`src/rtl/pipe_dmem_pkg.sv`:
```
// rtl/pipe_dmem_pkg.sv - shared types and default widths for the data-memory arbiter
package pipe_dmem_pkg;
  localparam int ADDR_W_DEF = 10;
  localparam int DATA_W_DEF = 32;

  typedef enum logic [1:0] {IDLE, BURST, DONE} dmaState_t;
  typedef enum logic [1:0] {NONE, CPU, DMA} owner_t;
endpackage

```
`src/rtl/pipe_dmem_dma_seq.sv`:
```
// rtl/pipe_dmem_dma_seq.sv - DMA burst sequencer: burst FSM, word address and remaining count
module pipe_dmem_dma_seq
  import pipe_dmem_pkg::*;
#(
  parameter int ADDR_W = ADDR_W_DEF
) (
  input  logic              clk,
  input  logic              rst_n,
  input  logic              dmaStart,
  input  logic              dmaWe,
  input  logic [ADDR_W-1:0] dmaBase,
  input  logic [ADDR_W-1:0] dmaLen,
  input  logic              beat,
  output dmaState_t         state,
  output logic [ADDR_W-1:0] addr,
  output logic              burstWe
);
  localparam logic [ADDR_W-1:0] ONE = {{(ADDR_W-1){1'b0}}, 1'b1};

  logic [ADDR_W-1:0] remaining;

  // Start pulses are only honoured in IDLE, so a running burst keeps its parameters.
  always_ff @(posedge clk) begin
    if (!rst_n) begin
      state     <= IDLE;
      addr      <= '0;
      remaining <= '0;
      burstWe   <= 1'b0;
    end else begin
      case (state)
        IDLE: if (dmaStart) begin
          addr      <= dmaBase;
          remaining <= dmaLen;
          burstWe   <= dmaWe;
          state     <= (dmaLen == '0) ? DONE : BURST;
        end
        BURST: if (beat) begin
          addr      <= addr + ONE;
          remaining <= remaining - ONE;
          if (remaining == ONE) state <= DONE;
        end
        DONE:    state <= IDLE;
        default: state <= IDLE;
      endcase
    end
  end
endmodule

```
`src/rtl/pipe_dmem_arb.sv`:
```
// rtl/pipe_dmem_arb.sv - MEM-stage / DMA data-memory arbiter; PIPE_DMEM_ARB_FAIR_EN selects round-robin
module pipe_dmem_arb
  import pipe_dmem_pkg::*;
#(
  parameter int ADDR_W     = ADDR_W_DEF,
  parameter int DATA_W     = DATA_W_DEF,
  parameter int STARVE_MAX = 4
) (
  input  logic              clk,
  input  logic              rst_n,
  input  logic              cpu_req,
  input  logic              cpu_we,
  input  logic [ADDR_W-1:0] cpu_addr,
  input  logic [DATA_W-1:0] cpu_wdata,
  output logic              cpu_stall,
  output logic [DATA_W-1:0] cpu_rdata,
  input  logic              dma_start,
  input  logic              dma_we,
  input  logic [ADDR_W-1:0] dma_base,
  input  logic [ADDR_W-1:0] dma_len,
  input  logic [DATA_W-1:0] dma_wdata,
  output logic              dma_beat,
  output logic [DATA_W-1:0] dma_rdata,
  output logic              dma_busy,
  output logic              dma_done,
  output logic [ADDR_W-1:0] mem_adr,
  output logic [DATA_W-1:0] mem_din,
  output logic              mem_we,
  output logic              mem_re,
  input  logic [DATA_W-1:0] mem_dout
);
  dmaState_t         seqState;
  logic [ADDR_W-1:0] dmaAddr;
  logic              dmaDirWe;
  logic              inBurst;
  owner_t            owner;
  logic [ADDR_W-1:0] adrHold;
  logic [DATA_W-1:0] dinHold;

  assign inBurst = (seqState == BURST);

  pipe_dmem_dma_seq #(.ADDR_W(ADDR_W)) u_seq (
    .clk      (clk),
    .rst_n    (rst_n),
    .dmaStart (dma_start),
    .dmaWe    (dma_we),
    .dmaBase  (dma_base),
    .dmaLen   (dma_len),
    .beat     (dma_beat),
    .state    (seqState),
    .addr     (dmaAddr),
    .burstWe  (dmaDirWe)
  );

`ifdef PIPE_DMEM_ARB_FAIR_EN
  owner_t lastWinner;

  always_comb begin
    owner = NONE;
    if (inBurst) owner = (!cpu_req || lastWinner == CPU) ? DMA : CPU;
    else if (cpu_req) owner = CPU;
  end

  // Reset to DMA so the CPU takes the first contested slot.
  always_ff @(posedge clk) begin
    if (!rst_n) lastWinner <= DMA;
    else if (inBurst && owner != NONE) lastWinner <= owner;
  end
`else
  logic [3:0] starveCnt;

  always_comb begin
    owner = NONE;
    if (inBurst) owner = (!cpu_req || starveCnt == 4'(STARVE_MAX)) ? DMA : CPU;
    else if (cpu_req) owner = CPU;
  end

  always_ff @(posedge clk) begin
    if (!rst_n) starveCnt <= '0;
    else if (!inBurst || owner == DMA) starveCnt <= '0;
    else starveCnt <= starveCnt + 4'd1;
  end
`endif

  assign cpu_stall = cpu_req && (owner != CPU);
  assign dma_beat  = (owner == DMA);
  assign dma_busy  = (seqState != IDLE);
  assign dma_done  = (seqState == DONE);
  assign cpu_rdata = mem_dout;
  assign dma_rdata = mem_dout;

  // Address/data buses keep their last driven value when nobody owns memory.
  always_comb begin
    mem_adr = adrHold;
    mem_din = dinHold;
    mem_we  = 1'b0;
    mem_re  = 1'b0;
    case (owner)
      CPU: begin
        mem_adr = cpu_addr;
        mem_din = cpu_wdata;
        mem_we  = cpu_we;
        mem_re  = !cpu_we;
      end
      DMA: begin
        mem_adr = dmaAddr;
        mem_din = dma_wdata;
        mem_we  = dmaDirWe;
        mem_re  = !dmaDirWe;
      end
      default: ;
    endcase
  end

  always_ff @(posedge clk) begin
    if (!rst_n) begin
      adrHold <= '0;
      dinHold <= '0;
    end else if (owner != NONE) begin
      adrHold <= mem_adr;
      dinHold <= mem_din;
    end
  end
endmodule

```
`config.mk`:
```
export PLATFORM = sky130hd
export DESIGN_NAME = pipe_dmem_arb
export DESIGN_NICKNAME = d
export VERILOG_FILES = /design/src/rtl/pipe_dmem_pkg.sv /design/src/rtl/pipe_dmem_dma_seq.sv /design/src/rtl/pipe_dmem_arb.sv
export SDC_FILE = /design/constraint.sdc
export NUM_CORES = 1
export LEC_CHECK = 0
export ABC_AREA = 1
export BUFFER_PORTS_ARGS = -buffer_cell sky130_fd_sc_hd__buf_2
export CORE_ASPECT_RATIO = 2
export CORE_MARGIN = 2
export CORE_UTILIZATION = 44
export DETAILED_ROUTE_END_ITERATION = 10
export MAX_ROUTING_LAYER = met4
export PLACE_DENSITY = 0.91
export RECOVER_POWER = 50
export SETUP_SLACK_MARGIN = 0.5
export SLEW_MARGIN = 20
export SYNTH_ARGS = -nofsm -noshare
export SYNTH_HDL_FRONTEND = slang
export SYNTH_SLANG_ARGS = --single-unit
```
`constraint.sdc`:
```
create_clock -name clk -period 2.1 [get_ports clk]
set_clock_uncertainty 0.05 [all_clocks]
set_input_delay 0.315 -clock clk [delete_from_list [all_inputs] [get_ports clk]]
set_output_delay 0.315 -clock clk [all_outputs]
set_load 0.05 [all_outputs]
```
==> results of run 1 <==
cell usage after synthesis (all sizes together) (2+ instances only):
cell	number
buf	80
and2	13
dfxtp	69
clkbuf	9
nor2	51
nand3	54
a21oi	29
inv	52
nand2	154
o211ai	2
a31oi	35
o21ai	44
ha	5
nand4	3
xor2	2
report_power, final:
| part | leakage, µW | switching, µW | total [µW] | internal (µW) |
|---|---|---|---|---|
| Sequential | 0.000572 | 99.0 | 1550 | 1450 |
| Combinational | 0.00232 | 1440 | 2460 | 1020 |
| Clock | 0.000138 | 581 | 1440 | 858 |
metrics by stage:
step | cell area [µm²] | power, µW | hold WS (ns) | instances | worst slack, ns
global placement | 4910 | 3110 | 0.380 | 778 | 0.236
global route | 6740 | 5620 | 0.213 | 828 | -0.151
finish | 6740 | 5440 | 0.209 | 828 | -0.0780
floorplan | 4540 | 3060 | 0.368 | 607 | -0.000860
CTS | 6280 | 5150 | 0.197 | 822 | -0.0524
detailed placement | 4910 | 3140 | 0.393 | 778 | 0.204
logic make-up after synthesis:
kind of cell / Yosys count
xor gates and xnor gates: 3
DFF: 69
adders and majority gates: 5
AOI/OAI and AO/OA: 112
buffers and inverters: 142
and+or+nand+nor: 276
registers in the layout, summed over array words and instances (netlist names):
register	count
adrHold	10
dinHold	32
starveCnt	4
u_seq.addr	10
u_seq.burstWe	1
u_seq.remaining	10
u_seq.state	2
cell type report:
cell class | count | area (µm²) | area share, %
multi-input combinational | 396 | 2860 | 42.3
timing repair buffer | 192 | 1860 | 27.6
sequential | 69 | 1390 | 20.5
clock buffer | 12 | 256 | 3.80
inverter | 53 | 235 | 3.49
tap | 102 | 128 | 1.89
clock inverter | 4 | 22.5 | 0.334
final timing paths:
path | start | to | slack [ns] | cells past startpoint
worst max-delay path | starveCnt[1] | mem_we | -0.08 | 9
worst min-delay path | dma_len[0] | u_seq.remaining[0] | 0.21 | 3
worst max register to register | u_seq.state[1] | u_seq.remaining[5] | 0.30 | 8
worst min register to register | u_seq.remaining[5] | u_seq.remaining[5] | 0.45 | 2
routing by layer:
metal | global-route usage (%) | part of all wire [%]
met5 | - | 0
met1 | 27.2 | 30
met4 | 27.0 | 8.4
met2 | 52.7 | 54
met3 | 5.08 | 7.3
critical path: stages (launching register included):
cell and delay, ns:
dfxtp_2 0.32, inv_2 0.06, ha_4 0.14, nand3_4 0.06
nand2_4 0.11, o21ai_4 0.07, buf_12 0.15, buf_16 0.16
a22o_4 0.25, buf_8 0.15
what timing repair did:
action | in CTS | in global routing
setup buffers | 19 | 5
pin swaps | 17 | 13
hold buffers | 0 | 0
endpoints found under the setup margin | 63 | 89
endpoints found under the hold margin | 0 | 0
resized for setup | 210 | 98
cloned | 9 | 1
==> results.ini, run 1 <==
[synthesis]
synthMuxAreaShare_pct=0
synth-adder-area-share_pct=1.52
syn-cell-area_um2=4110
synth_top_family_by_area=simple AND/OR/NAND/NOR gates
yosys-top-cells-area=dfxtp_1 (34%), nand2_1 (14%), buf_4 (13%)
ys_seq_elements=69
netlist-cell-type-count=29
synth_seq_area_share_pct=33.6
synth_xor_area_share_pct=0.640
synth_cells=607
ys.flop_type=dfxtp_1
synth_largest_area_cell=dfxtp_1
synth-async-reset-ratio_pct=0
synth-compound-area-share_pct=16.0
synth_warnings=0
synth_edf_count=0
syn_nets=744
postSynthAreaPerCell_um2=6.77
synth_top_area_share_pct=33.6
synthSimpleGateAreaFrac_pct=28.4

[status]
violations=setup timing
outcome=finished, violations left

[cells_and_area]
final_common_cell=nand2_1
final_util_pct=74.8
diodes=0
final_cell_mix=nand2_1 (106), buf_2 (99), dfxtp_1 (66)
final_nets=858
syn_to_final_growth_pct=64.1
drive_gt1_share_pct=49.3
nFillCells=551

[power]
p_leak_uw=0.00303
p_per_area_nw_per_um2=807
peakVddDrop_mv=0.642

[die]
ioPinCount=244
coreArea_um2=9010
die_x_um=72.3
die_h_um=141
fp-row-count=49
die-area_um2=10200
start_util_pct=45.6

[flow_run]
cap_violations=0

[sta]
worst_slack_ns=-0.0780
tns_ns=-1.25
worst_pin_slew_ns=0.538
fin_crit_sh_pct=104
period_minus_slack_ns=2.18
final_max_slew_viol_count=0
hold_viol_final=0
setup_viol=34
maxSlewHeadroom_pct=64.1
rsz0062_at_grt=yes
fmax_mhz=459

[setup_path]
worstPathRequired_ns=1.74
crit_path_max_fanout=6
startpoint_type=flip-flop
crit_type=flip-flop to output port
worstPathArrival_ns=1.81
crit_path_end_kind=output port

[worst_hold_path]
worst_hold_path_type=input pin to flip-flop

[global_route]
first_global_vias=4813
antenna_found_initial=0
grt_use_total_pct=30.4
grt_max_degree=31
gr-total-overflow=0
grt_pass1_wl_um=23100

[route]
wl_per_cell_um=20.3
avgViaCountPerCell=5.80
drt-initial-drc-count=279
vias=4800
dr.pass1.iters=5
ant_nets=0
drc=0
wl_um=16800

[clock_network]
clk_pin_slew_ns=0.06
cts_tree=yes
insertion_delay_ns=0.33
cts_buffers=9
cts_buffer_depth=2
cts_sinks=69
root_buffer=clkbuf_16
htreeDepth=3

[place]
place_congestion=0.916
port_buffers=147
place_hpwl_um=9150

(Power assumes the default switching activity.)
==> inputs of run 2 (changes only) <==
--- a/config.mk
+++ b/config.mk
@@ -5,14 +5,14 @@
 export SDC_FILE = /design/constraint.sdc
 export NUM_CORES = 1
 export LEC_CHECK = 0
-export ABC_AREA = 1
+export ABC_AREA = 0
 export BUFFER_PORTS_ARGS = -buffer_cell sky130_fd_sc_hd__buf_2
 export CORE_ASPECT_RATIO = 2
 export CORE_MARGIN = 2
-export CORE_UTILIZATION = 44
+export CORE_UTILIZATION = 45
 export DETAILED_ROUTE_END_ITERATION = 10
 export MAX_ROUTING_LAYER = met4
-export PLACE_DENSITY = 0.91
+export PLACE_DENSITY = 0.9
 export RECOVER_POWER = 50
 export SETUP_SLACK_MARGIN = 0.5
 export SLEW_MARGIN = 20
==> run 2 against run 1 <==
Effect of this change:
- the flow still finishes with violations (setup timing)
- global-route usage rose by 2.7 points
- fmax fell by 4.0%
- synthesized cell count fell by 16%
- setup slack got worse by 0.090 ns
- non-clock buffer count rose by 18
- worst hold slack improved by 0.0087 ns
==> results.ini, run 2 <==
[setup_path]
ff2ff_path_depth=11
rr_startpoint=starveCnt[0]
worstPathArrival_ns=1.90
rrSetupSlack_ns=0.17
crit_path_max_fanout=7
crit_path_end_kind=output port
crit_type=flip-flop to output port
rr_endpoint=dinHold[10]
worstPathRequired_ns=1.74
startpoint_type=flip-flop

[global_route]
first_global_vias=5019
antenna_found_initial=1
grt_use_total_pct=33.1
grt_pass1_wl_um=26700
grt_max_degree=51
gr-total-overflow=0

[synthesis]
syn-cell-area_um2=4550
synth.most_common_cell=dfxtp_1
synth-async-reset-ratio_pct=0
synth_top_area_share_pct=30.4
yosys-top-cells-area=dfxtp_1 (30%), buf_4 (11%), o221a_2 (10%)
synth_warnings=0
synth_seq_area_share_pct=30.4
netlist-cell-type-count=54
synth_common_cells=dfxtp_1 (69), buf_4 (68), and2_1 (49)
ys.flop_type=dfxtp_1
synth_cells=511
syn_nets=648
synth_largest_area_cell=dfxtp_1
ys_seq_elements=69
synth_edf_count=0
postSynthAreaPerCell_um2=8.90

[worst_hold_path]
worst_hold_path_type=input pin to flip-flop
whs_path_depth=3
min-delay-start=dma_we
whs_endpoint=u_seq.burstWe

[route]
drc=0
wl_um=18200
vias=4720
ant_nets=0
wl_per_cell_um=23.7
wl_met3_um=1030
met2_length_um=9990
met1Wirelength_um=5790
top_layer_used=met4
dr.pass1.iters=4
avgViaCountPerCell=6.15
drt-initial-drc-count=336

[sta]
fmax_mhz=441
rsz0062_at_grt=yes
setup_viol=45
maxSlewHeadroom_pct=54.4
worst_pin_slew_ns=0.677
worst_slack_ns=-0.168
hold_viol_final=0
period_minus_slack_ns=2.27
fin_crit_sh_pct=108
final_max_slew_viol_count=0

[cells_and_area]
largest_reg_flops=32
top_register=dinHold
final_common_cell=buf_2
final_util_pct=72.6
final_cell_mix=buf_2 (99), dfxtp_1 (64), and2_1 (43)
syn_to_final_growth_pct=55.9
drive_gt1_share_pct=57.3
final_nets=767

[clock_network]
clk_pin_slew_ns=0.06
insertion_delay_ns=0.33
htreeDepth=3
cts_tree=yes
cts_sinks=69
root_buffer=clkbuf_16
cts_buffers=9
cts_buffer_depth=2
cts_hold_buffers=0

[die]
die_x_um=75.1
ioPinCount=244
die-area_um2=11000
fp-row-count=51
die_h_um=146
coreArea_um2=9760
start_util_pct=46.6

[status]
violations=setup timing
outcome=finished, violations left

[flow_run]
cap_violations=0

[power]
p_per_area_nw_per_um2=699
total_power_uw=4950
p_leak_uw=0.00307
peakVddDrop_mv=0.464

[place]
port_buffers=147
place_congestion=0.946
place_hpwl_um=10100

## run 2: cell count changes in the layout (fill, tap and decap cells not counted), moves of 27 or more
cell | previous run | this run
a31oi_1 | 32 | 5
and2_1 | 11 | 43
inv_1 | 44 | 9
mux2_4 | 0 | 32
nand2_1 | 106 | 17
nand2_2 | 28 | 1
nand3_4 | 30 | 0
nor2_1 | 46 | 16
o221a_4 | 0 | 39
## run 2: critical path, stage by stage, from the launching register on
cell and delay, ns:
dfxtp_2 0.32, inv_2 0.06, ha_4 0.14, nand3b_4 0.10, buf_6 0.16, buf_12 0.14
or3_1 0.33, o221a_4 0.16, buf_12 0.15
## run 2: how the worst max path moves through the flow
stage                     cells past startpoint  slack, ns     endpoint            from
final                                         8      -0.17  mem_din[16]    starveCnt[1]
after global routing                          8      -0.21  mem_din[10]    starveCnt[1]
after CTS                                     9      -0.14  mem_din[20]    starveCnt[0]
after detailed placement                      8      -0.15       mem_we    starveCnt[0]
after global placement                        8      -0.05       mem_we    starveCnt[0]
after floorplan                               8       0.22       mem_we  u_seq.state[1]
## run 2: kinds of logic (layout without fill, tap and decap cells)
logic type	after synthesis	after routing	synth area share (%)
buffers and inverters	117	239	16.9
other	0	1	0
adder cells (fa/ha/maj)	5	5	1.38
AND/OR/NAND/NOR	171	171	22.2
flip-flops	69	69	30.4
multiplexers	33	33	8.17
AO/OA/AOI/OAI	114	116	20.7
XOR/XNOR	2	2	0.385
## run 2: area by class of cell
| class | count | area [µm²] |
|---|---|---|
| clock buffers | 13 | 270 |
| fillers | 641 | 2680 |
| flip-flops and latches | 69 | 1390 |
| diodes | 1 | 2.50 |
| multi-input cells | 327 | 3150 |
| inverters | 13 | 52.6 |
| well taps | 132 | 165 |
| clock inverters | 3 | 42.5 |
| repair buffers | 210 | 2010 |
## run 2: what timing repair did
action | in CTS | in global routing
buffers inserted | 26 | 8
endpoints found under the setup margin | 112 | 112
resized for setup | 208 | 28
gates cloned | 10 | 5
pin swaps | 21 | 13
## run 2: routing by layer
layer / track usage [%] / vias up
met5: - / -
met4: 22.2 / 0
met3: 5.80 / 127
met2: 57.7 / 264
met1: 31.2 / 2271
li1: - / 2058
## run 2: through the flow
step                      setup WS, ns  instance area (µm²)  hold slack (ns)  cells  setup TNS, ns
after floorplan                  0.223                 5000            0.368    511              0
after global placement         -0.0511                 5330            0.375    702        -0.0790
after detailed placement        -0.155                 5330            0.395    702         -0.877
after CTS                       -0.139                 6790            0.211    754          -4.76
after global routing            -0.211                 7090            0.236    768          -7.97
final                           -0.168                 7090            0.218    768          -5.66
## run 2: power breakdown
part | leakage, µW | switching, µW | total [µW] | internal, µW
Sequential | 0.000574 | 82.5 | 1500 | 1420
Clock | 0.000152 | 581 | 1600 | 1020
Combinational | 0.00234 | 960 | 1860 | 898
==> inputs of run 3 (changes only) <==
--- a/config.mk
+++ b/config.mk
@@ -11,11 +11,9 @@
 export CORE_MARGIN = 2
 export CORE_UTILIZATION = 45
 export DETAILED_ROUTE_END_ITERATION = 10
-export MAX_ROUTING_LAYER = met4
 export PLACE_DENSITY = 0.9
 export RECOVER_POWER = 50
 export SETUP_SLACK_MARGIN = 0.5
-export SLEW_MARGIN = 20
 export SYNTH_ARGS = -nofsm -noshare
 export SYNTH_HDL_FRONTEND = slang
 export SYNTH_SLANG_ARGS = --single-unit
==> run 3 against run 2 <==
Effect of this change:
- the flow still finishes with violations (setup timing)
- critical path depth down 2
- die area unchanged
- non-clock buffer count down 1
- highest routed layer unchanged
==> results.ini, run 3 (same netlist as run 2, synthesis figures left out) <==
[status]
outcome=finished, violations left
violations=setup timing

[route]
top_layer_used=met4
wl_met3_um=1210
dr.pass1.iters=5
wl_um=18800
met1Wirelength_um=6050
ant_nets=0
avgViaCountPerCell=6.11
met2_length_um=10100
vias=4690
drc=0
drt-initial-drc-count=254
wl_per_cell_um=24.5

[setup_path]
worstPathArrival_ns=1.93
crit_type=flip-flop to output port
rr_startpoint=starveCnt[1]
critPathBufInv=3
cp_slowest_cell=dfxtp_2
crit_path_max_fanout=8
rr_endpoint=u_seq.remaining[8]
startpoint_type=flip-flop
ff2ff_path_depth=9
rrSetupSlack_ns=0.19
cpPeakStageDelay_ns=0.34
crit_family=buffers and inverters
path_cells=nor2b_4, buf_6, buf_12, mux2_4, o221a_4, buf_8
crit_path_end_kind=output port
worstPathRequired_ns=1.74

[cells_and_area]
final_util_pct=74.7
final_common_cell=buf_2
final_nets=767
syn_to_final_growth_pct=60.5
seq_area_um2=1390
largest_reg_flops=32
multiInputGateArea_um2=3210
drive_gt1_share_pct=61.1
top_register=dinHold
nFillCells=602
diodes=0
final_cell_mix=buf_2 (99), dfxtp_1 (65), o221a_4 (41)

[global_route]
grt_pass1_wl_um=24700
grt_use_total_pct=30.0
gr-total-overflow=0
antenna_found_initial=0
grt_max_degree=51
first_global_vias=4883

[die]
die-area_um2=11000
start_util_pct=46.6
die_x_um=75.1
fp-row-count=51
die_h_um=146
ioPinCount=244
coreArea_um2=9760

[sta]
hold_slack_ns=0.198
setup_viol=44
period_minus_slack_ns=2.30
fin_crit_sh_pct=109
worst_slack_ns=-0.195
worst_pin_slew_ns=0.640
fmax_mhz=436
tns_ns=-7.16
maxSlewHeadroom_pct=56.9
hold_viol_final=0
final_max_slew_viol_count=0
rsz0062_at_grt=yes

[power]
peakVddDrop_mv=0.684
p_clk_share_pct=33.7
switching_share_pct=32.5
p_per_area_nw_per_um2=720
intPower_uw=3550
power.share.sequential_pct=28.5
p_sw_uw=1710
p_comb_share_pct=37.8
p_leak_uw=0.00316

[clock_network]
root_buffer=clkbuf_16
cts_buffer_depth=2
insertion_delay_ns=0.34
htreeDepth=3
clk_pin_slew_ns=0.06
cts_buffers=9
cts_sinks=69
cts_tree=yes

[worst_hold_path]
whs_path_depth=3
whs_endpoint=u_seq.addr[1]
worst_hold_path_type=input pin to flip-flop
min-delay-start=dma_base[1]

[place]
port_buffers=147
place_congestion=0.915
place_hpwl_um=9870

[flow_run]
cap_violations=0

[run 3: cell count changes in the layout (fill, tap and decap cells not counted), sizes merged]
cell / before / now
bufinv: 1 / 2
inv: 12 / 13
buf: 205 / 201
bufbuf: 1 / 2
diode: 1 / 0
clkbuf: 17 / 18
clkinvlp: 2 / 1
nand2b: 2 / 3
[run 3: power groups by stage]
stage	logic (µW)	clock network (µW)	registers (µW)
after floorplan	1350	0	1490
after global placement	1280	0	1510
after detailed placement	1310	0	1510
after CTS	1750	1760	1490
after global routing	2060	1830	1510
final	1990	1770	1500
[run 3: worst max-delay path by stage]
stage,startpoint,endpoint,slack [ns],cells past startpoint
detailed placement,starveCnt[0],mem_we,-0.15,8
global placement,starveCnt[0],mem_we,-0.04,8
finish,u_seq.state[0],mem_din[16],-0.20,6
global route,u_seq.state[0],mem_din[24],-0.25,7
CTS,u_seq.state[0],mem_din[21],-0.17,6
floorplan,u_seq.state[1],mem_we,0.22,8
[run 3: what timing repair did]
item / in CTS / in global routing
gates cloned: 14 / 7
pin swaps: 39 / 19
buffers inserted: 19 / 10
hold buffers: 0 / 0
endpoints found under the hold margin: 0 / 0
gates resized for setup: 204 / 78
endpoints found under the setup margin: 112 / 112
[run 3: metrics by stage]
stage	power, µW	worst slack, ns	instances	instance area (µm²)
floorplan	2840	0.223	511	5000
global placement	2790	-0.0431	701	5320
detailed placement	2830	-0.148	701	5320
CTS	5000	-0.166	750	6770
global route	5400	-0.255	767	7300
finish	5260	-0.195	767	7300
[run 3: cell type report]
cell class	instances	area share [%]
inverters	13	0.754
flip-flops and latches	69	19.1
clock buffers	12	3.65
multi-input cells	328	44.1
well taps	132	2.26
clock inverters	4	1.06
repair buffers	209	29.1
[run 3: layer usage]
layer	vias up	GRT usage (%)
met5	-	0
met4	0	23.6
met3	130	6.00
met2	274	53.2
met1	2236	27.8
li1	2050	-
[run 3: tightest hold or removal path, stage by stage]
cell and delay (ns):
buf_2 0.10, nand2_1 0.05, a311oi_1 0.08
